[src/rtl/firebird7_in_gate1_tessent_data_mux_ctrl_w19.sv]
// IJTAG-side controller for the gate1 19-bit functional/IJTAG data mux: scannable TDR plus a
// safe select sequencer. Optional ARM timeout is enabled by FIREBIRD7_DATA_MUX_CTRL_TIMEOUT_EN.
module firebird7_in_gate1_tessent_data_mux_ctrl_w19 #(
    parameter int unsigned W              = 19,
    parameter int unsigned QUIET_CYCLES   = 4,
    parameter int unsigned SETTLE_CYCLES  = 2,
    parameter int unsigned TIMEOUT_CYCLES = 16
) (
    input  logic         ijtag_tck,
    input  logic         ijtag_reset,
    input  logic         ijtag_sel,
    input  logic         ijtag_ce,
    input  logic         ijtag_se,
    input  logic         ijtag_ue,
    input  logic         ijtag_si,
    output logic         ijtag_so,
    input  logic         func_idle,
    input  logic [W-1:0] data_observe,
    output logic         ijtag_select,
    output logic [W-1:0] ijtag_data,
    output logic         busy,
    output logic         timeout_flag
);

    localparam int unsigned CntMaxQs = (QUIET_CYCLES > SETTLE_CYCLES) ? QUIET_CYCLES
                                                                      : SETTLE_CYCLES;
    localparam int unsigned CntMax   = (CntMaxQs > TIMEOUT_CYCLES) ? CntMaxQs : TIMEOUT_CYCLES;
    localparam int unsigned CntW     = (CntMax > 1) ? $clog2(CntMax) : 1;

    localparam logic [1:0] StFunc  = 2'd0;
    localparam logic [1:0] StArm   = 2'd1;
    localparam logic [1:0] StTest  = 2'd2;
    localparam logic [1:0] StDrain = 2'd3;

    logic [W:0]      sr_q, sr_d;
    logic [W-1:0]    shadow_q, shadow_d;
    logic            req_q, req_d;
    logic [1:0]      state_q, state_d;
    logic [CntW-1:0] cnt_q, cnt_d, cnt_inc;
    logic            flag_clr;
    logic            tmo_hit;

    // TDR: capture beats shift beats update
    always_comb begin
        sr_d     = sr_q;
        shadow_d = shadow_q;
        req_d    = req_q;
        flag_clr = 1'b0;
        if (ijtag_sel) begin
            if (ijtag_ce) begin
                sr_d     = {ijtag_select, data_observe};
                flag_clr = 1'b1;
            end else if (ijtag_se) begin
                sr_d = {ijtag_si, sr_q[W:1]};
            end else if (ijtag_ue) begin
                shadow_d = sr_q[W-1:0];
                req_d    = sr_q[W];
            end
        end
    end

    assign cnt_inc = (&cnt_q) ? cnt_q : cnt_q + CntW'(1);

`ifdef FIREBIRD7_DATA_MUX_CTRL_TIMEOUT_EN
    logic [CntW-1:0] tcnt_q, tcnt_d, tcnt_inc;
    logic            flag_q, flag_d;

    assign tcnt_inc = (&tcnt_q) ? tcnt_q : tcnt_q + CntW'(1);
    assign tcnt_d   = (state_q == StArm) ? tcnt_inc : '0;
`endif

    always_comb begin
        state_d = state_q;
        cnt_d   = cnt_q;
        tmo_hit = 1'b0;
        case (state_q)
            StFunc: begin
                if (req_q) begin
                    state_d = StArm;
                    cnt_d   = '0;
                end
            end
            StArm: begin
                if (!req_q) begin
                    state_d = StFunc;
                end else if (func_idle) begin
                    if (cnt_q == CntW'(QUIET_CYCLES - 1)) state_d = StTest;
                    else                                  cnt_d   = cnt_inc;
                end else begin
                    cnt_d = '0;
                end
`ifdef FIREBIRD7_DATA_MUX_CTRL_TIMEOUT_EN
                // A quiet-count exit on the same cycle takes precedence and leaves the flag alone
                if (req_q && state_d == StArm && tcnt_q == CntW'(TIMEOUT_CYCLES - 1)) begin
                    state_d = StTest;
                    tmo_hit = 1'b1;
                end
`endif
            end
            StTest: begin
                if (!req_q) begin
                    state_d = StDrain;
                    cnt_d   = '0;
                end
            end
            default: begin
                if (cnt_q == CntW'(SETTLE_CYCLES - 1)) state_d = StFunc;
                else                                   cnt_d   = cnt_inc;
            end
        endcase
    end

`ifdef FIREBIRD7_DATA_MUX_CTRL_TIMEOUT_EN
    always_comb begin
        flag_d = flag_q;
        if (tmo_hit)       flag_d = 1'b1;
        else if (flag_clr) flag_d = 1'b0;
    end

    always_ff @(posedge ijtag_tck) begin
        if (ijtag_reset) begin
            tcnt_q <= '0;
            flag_q <= 1'b0;
        end else begin
            tcnt_q <= tcnt_d;
            flag_q <= flag_d;
        end
    end

    assign timeout_flag = flag_q;
`else
    assign timeout_flag = 1'b0;
`endif

    always_ff @(posedge ijtag_tck) begin
        if (ijtag_reset) begin
            sr_q     <= '0;
            shadow_q <= '0;
            req_q    <= 1'b0;
            state_q  <= StFunc;
            cnt_q    <= '0;
        end else begin
            sr_q     <= sr_d;
            shadow_q <= shadow_d;
            req_q    <= req_d;
            state_q  <= state_d;
            cnt_q    <= cnt_d;
        end
    end

    assign ijtag_so     = sr_q[0];
    assign ijtag_select = (state_q == StTest);
    assign ijtag_data   = shadow_q;
    assign busy         = (state_q == StArm) || (state_q == StDrain);

endmodule

[config.mk]
export PLATFORM = sky130hd
export DESIGN_NAME = firebird7_in_gate1_tessent_data_mux_ctrl_w19
export DESIGN_NICKNAME = d
export VERILOG_FILES = /design/src/rtl/firebird7_in_gate1_tessent_data_mux_ctrl_w19.sv
export SDC_FILE = /design/constraint.sdc
export NUM_CORES = 1
export LEC_CHECK = 0
export ABC_AREA = 1
export BUFFER_PORTS_ARGS = -buffer_cell sky130_fd_sc_hd__buf_2
export CORE_MARGIN = 1.5
export CORE_UTILIZATION = 34
export CTS_BUF_LIST = sky130_fd_sc_hd__clkbuf_8
export CTS_CLUSTER_DIAMETER = 200
export DETAILED_ROUTE_END_ITERATION = 16
export SLEW_MARGIN = 20
export SYNTH_ARGS = -nofsm -noshare
export SYNTH_HDL_FRONTEND = slang
export SYNTH_SLANG_ARGS = --single-unit
[constraint.sdc]
create_clock -name ijtag_tck -period 2.07 [get_ports ijtag_tck]
set_input_delay 0.1035 -clock ijtag_tck [delete_from_list [all_inputs] [get_ports ijtag_tck]]
set_output_delay 0.1035 -clock ijtag_tck [all_outputs]
set_load 0.01 [all_outputs]
Yosys cells after proc, flatten, opt, wreduce, memory -nomap -nowiden
Index checks and enable logic that the tools add are counted.

Add/sub/neg operators: 1. $mul: 0. Divide/modulo/power cells: 0. Magnitude comparators: 0. Eq/ne operators: 12. Shift-type cells: 0. Mux-type cells: 17. Bitwise operators: 2. Reduce and logical (&&, ||, !) cells: 9.

Operators by type and width (number): 20-bit 2-to-1 mux (2); 4-bit 2-to-1 mux (7); 2-bit 2-to-1 mux (6); 4-bit one-hot mux with 3 select lines (1); 5-bit AND reduction (2); 3-bit inequality test, second input constant (3); 4-bit AND reduction (2); 2-bit inequality test, second input constant (3); 2-bit one-hot mux with 3 select lines (1); 4-bit by 1-bit adder with 4-bit output, second input constant (1); 2-bit == test, second input constant (2); 4-bit by 1-bit == test with 1-bit output, second input constant (1); 4-bit by 2-bit == test with 1-bit output, second input constant (1); 4-bit by 2-bit inequality test with 1-bit output, second input constant (1); 4-bit nonzero test (1); 2-bit by 1-bit == test with 1-bit output, second input constant (1); 2-bit zero test (1); 1-bit inverter (2); 2-bit AND reduction (1); 2-bit nonzero test (1); 1-bit logical OR (1).

Flip-flop bits (word level): 46. Bits in latches: 0. Bits in writable memories: 0. Bits in read-only memories: 0. Bits of input ports: 27. Output and inout port bits: 23. Word-level logic and storage cells: 46. Memories kept: 0.

Longest topological paths before layout
Depth after elaboration: 6. Mapped depth: 10. Gate-level depth less buffers: 10.

Worst setup path after synthesis
Ideal clock, no wire load.

Kind: flip-flop to flip-flop. Start point: register cnt_q[1]. End point: register cnt_q[2]. Setup time: 0.113 ns. Data arrival time: 1.146 ns. Data required time: 1.957 ns. Path slack: 0.811 ns. Cell stages (with the launch flop): 11. Buffers on the path: 0. Period minus slack after synthesis: 1.259 ns. Cell sequence: dfxtp_1 > ha_1 > nand2_1 > inv_1 > nand2_1 > nand2_2 > nand2_4 > nand2_4 > nand2_1 > o21ai_1 > nor2_1.

Cells in the longest elaborated chain, start to end: 6. Elaborated cells between the ends (all ways): 13. Those cells by class: add/sub: 1; eq/ne: 4; mux: 6; reduce/logical: 2.

RTL lines: start: declaration (line 39) `logic [CntW-1:0] cnt_q, cnt_d, cnt_inc;`; start signal: assignment (line 147) `cnt_q <= cnt_d;`; 4-bit by 1-bit adder with 4-bit output or 4-bit AND reduction (tied branches) (line 62) `assign cnt_inc = (&cnt_q) ? cnt_q : cnt_q + CntW'(1);`; 4-bit 2-to-1 mux (line 62); 4-bit 2-to-1 mux (line 87) `if (cnt_q == CntW'(QUIET_CYCLES - 1)) state_d = StTest;`; 4-bit 2-to-1 mux (line 86) `end else if (func_idle) begin`; 4-bit 2-to-1 mux (line 84) `if (!req_q) begin`; 4-bit one-hot mux with 3 select lines (line 76) `case (state_q)`.

Several ways; a longest one is shown, not always the timed one. The select of a mux whose other input is x is not followed. A chain may end at the register's enable or synchronous reset.

Final worst setup path
Start point: register cnt_q[0]. End point: register cnt_q[2].

The elaborated chain is that of the path after synthesis.

==> metrics.md <==
| Metric | Value |
|---|---|
| Routed WL | roughly 4500 um |
| Peak VDD IR | around 250 uV |
| Final Critical Period | about 1.4 ns |
| Setup TNS | 0 ns |
| 1st-iter DRT viols | 55 |
| Routed via count | 1833 |
| CP Max Fanout | 6 |
| Critical path class | reg -> reg |
| Post-CTS resize count | 0 |
| Unique masters post-synth | 24 |
| Overall Global Routing Usage | 0.1511 |
| Avg WL per Cell | between 10 and 15 um |
| Final Hold Vio Count | 0 |
| Most frequent CP cell | nand2_1 |
| Crit path buf inv count | 1 |
| Ys Warns | 0 |
| Port bufs | 48 |
| Synth top area share | 0.4603 |
| Post-Syn Area | 0.002001 mm^2 |
| Ranking of synthesized cells by area | dfxtp_1 (46%), nand2_1 (11%), nor2_1 (8.8%), o21ai_1 (8.5%), a31oi_1 (6.3%) |
| Max Slew Vio Count | 0 |
| Core Box Area | around 0.0056 mm^2 |
| Die width | roughly 80 um |
| Register area | 920.9 um^2 |
| Die footprint | 0.006354 mm^2 |
| Vias/cell | roughly 4.7 |
| Num CTS Buffers | 5 |
| Slew Limit Headroom | 0.6117 |
| Final setup fails | 0 |
| Die H | about 80 um |
| Hold Crit Depth | 2 |
| Grt total ovfl | 0 |
| Worst Tran Pin Value | around 0.58 ns |
| Pre-antenna DRT Iters | 4 |
| Cell row count | 27 |
| WP data arrival | around 1.6 ns |
| Num Clock Sinks | between 40 and 50 |
| DRC | 0 |
| Vias in the first global route | 1604 |
| H-tree Lvls | 2 |
| Multi-input gate area | approximately 940 um^2 |
| Kind of cell adding the most delay to the critical path | simple AND/OR/NAND/NOR gates |
| CP Cell Sequence | ha_1, nand2_1, inv_1, nand2_1, nand2_2, nand2_4, nand2_4, nand2_1, o21ai_1, nor2_1 |
| CTS clock-pin slew for the worst setup and hold paths | 0.08 ns |
| CP max stage delay | approximately 0.43 ns |
| Crit path depth | 10 |
| Clock tree buffer depth | 2 |
| Setup WS post-layout | 0.6421 ns |
| Ports | 50 |
| Mapped Cells | between 200 and 300 |
| Core Util, Final | 0.4235 |
| Mean Syn Cell Area | between 7 and 8 um^2 |
| ANT cells | 0 |
| Pre-CTS setup slack | 0.6618 ns |
| Cts hold-fix bufs | 0 |
| Clock root buffer | clkbuf_8 |
| Startpoint types | register |
| CTS tree | done |
| Nets@finish | 348 |
| FMAX | ~700 MHz |
| Post-Syn Nets | 306 |
| Largest net degree at the start of global routing | 41 |
| Final period util | 0.6898 |
| Area Overhead vs Synth | 18.70% |
| GP Congestion | a little under 0.8 |
| Initial antenna violation count | 0 |
| Worst hold path class | in -> reg |
| Setup Skew | ~0.006 ns |
| Share of cells above drive strength 1 | 0.2375 |
| Synth Register Bits | 46 |
| Depth of the most critical reg-to-reg path | 10 |
| Leading area contributor after synthesis | dfxtp_1 |
| Leakage power | 1.035 nW |
| Total Power | 0.001745 W |
| Slowest cell on crit path | dfxtp_1 |
| Starting Density | 0.3568 |
| CP Data Required Time | ~2.3 ns |
| # Max-Cap Violations | 0 |
| DP HPWL | between 3000 and 4000 um |
| Fillers | ~610 |
| Worst-skew pair later-pin latency | roughly 0.3 ns |
| Post-CTS Setup Bufs | 0 |
| First-pass GRT wire length | about 7500 um |
| Remaining antenna violation count | 0 |
| RSZ-0062 raised after global routing | false |
| CP endpoint kind | register |
| Cell Pwr Density | ~730 mW/mm^2 |
| Register area share after synthesis | 0.4603 |
| Status | complete, no violations |
## area by class of cell
type | instances | area share
clock buffer | 6 | 0.03477
clock inverter | 2 | 0.003688
inverter | 15 | 0.02424
multi-input combinational | 199 | 0.3978
sequential | 46 | 0.3878
tap | 72 | 0.03793
timing repair buffer | 52 | 0.1138
## cell usage in the layout, fill, tap and decap left out
master and count:
clkinv_1 1, dfxtp_1 46, clkbuf_8 6, ha_1 2, nand2_1 59, o21ai_0 11, nand3_1 6, nand4_1 2
nand2_2 4, a31oi_1 20, a21oi_1 3, nand3_2 2, nor2_2 4, nor2_1 47, o21ai_1 34, buf_4 4
a21oi_2 2, nand2_4 2, conb_1 1, buf_2 48, clkinv_2 2, inv_2 2, inv_1 12
## sequential cells by signal, indices dropped and copies added, names as in the netlist
| register | flops |
|---|---|
| cnt_q | 4 |
| ijtag_data | 19 |
| state_q | 2 |
| req_q | 1 |
| sr_q | 20 |
## synth_stat cells
master	instances
a21oi_1	3
a21oi_2	2
a31oi_1	20
buf_1	2
buf_2	5
buf_4	2
clkbuf_1	8
clkinv_1	1
clkinv_2	1
conb_1	1
dfxtp_1	46
ha_1	2
inv_1	11
inv_2	2
nand2_1	59
nand2_2	4
nand2_4	2
nand3_1	6
nand3_2	2
nand4_1	2
nor2_1	47
nor2_2	4
o21ai_0	11
o21ai_1	34
## path summary, 6_finish.rpt
| kind | start | to | slack [ns] |
|---|---|---|---|
| hold reg to reg | ijtag_data[13]$_SDFFE_PP0P_ | ijtag_data[13]$_SDFFE_PP0P_ | 0.48 |
| setup reg to reg | cnt_q[0]$_SDFFE_PP0P_ | cnt_q[2]$_SDFFE_PP0P_ | 0.64 |
| hold / removal | ijtag_reset | cnt_q[1]$_SDFFE_PP0P_ | 0.03 |
| setup / recovery | cnt_q[0]$_SDFFE_PP0P_ | cnt_q[2]$_SDFFE_PP0P_ | 0.64 |
## layer usage
layer | up-vias | share of wire | GRT usage
li1 | 995 | - | -
met1 | 800 | 0.51 | 0.2097
met2 | 32 | 0.44 | 0.2246
met3 | 6 | 0.040 | 0.04000
met4 | 0 | 0.014 | 0.05263
met5 | - | 0 | 0
## cell families after synthesis
family,Yosys count,synth area share
simple gates,126,0.2664
compound gates,70,0.1914
flops,46,0.4603
buf+inv,32,0.06754
fa+ha+maj,2,0.01251
other cells,1,0.001874
## through the flow
step	cells	hold WS (ns)	cell area, um^2
final	392	0.02730	2375
after global routing	392	0.02908	2375
after CTS	392	0.02025	2375
after detailed placement	384	0.3433	2283
after global placement	384	0.3404	2283
after floorplan	277	0.1659	2001
## report_power, final
group	switching, W	internal, W
clock network	0.000291	0.000265
logic	0.000128	0.0000889
registers	0.0000399	0.000933
total	0.000459	0.00129
Power figures use the tool's default switching activity.
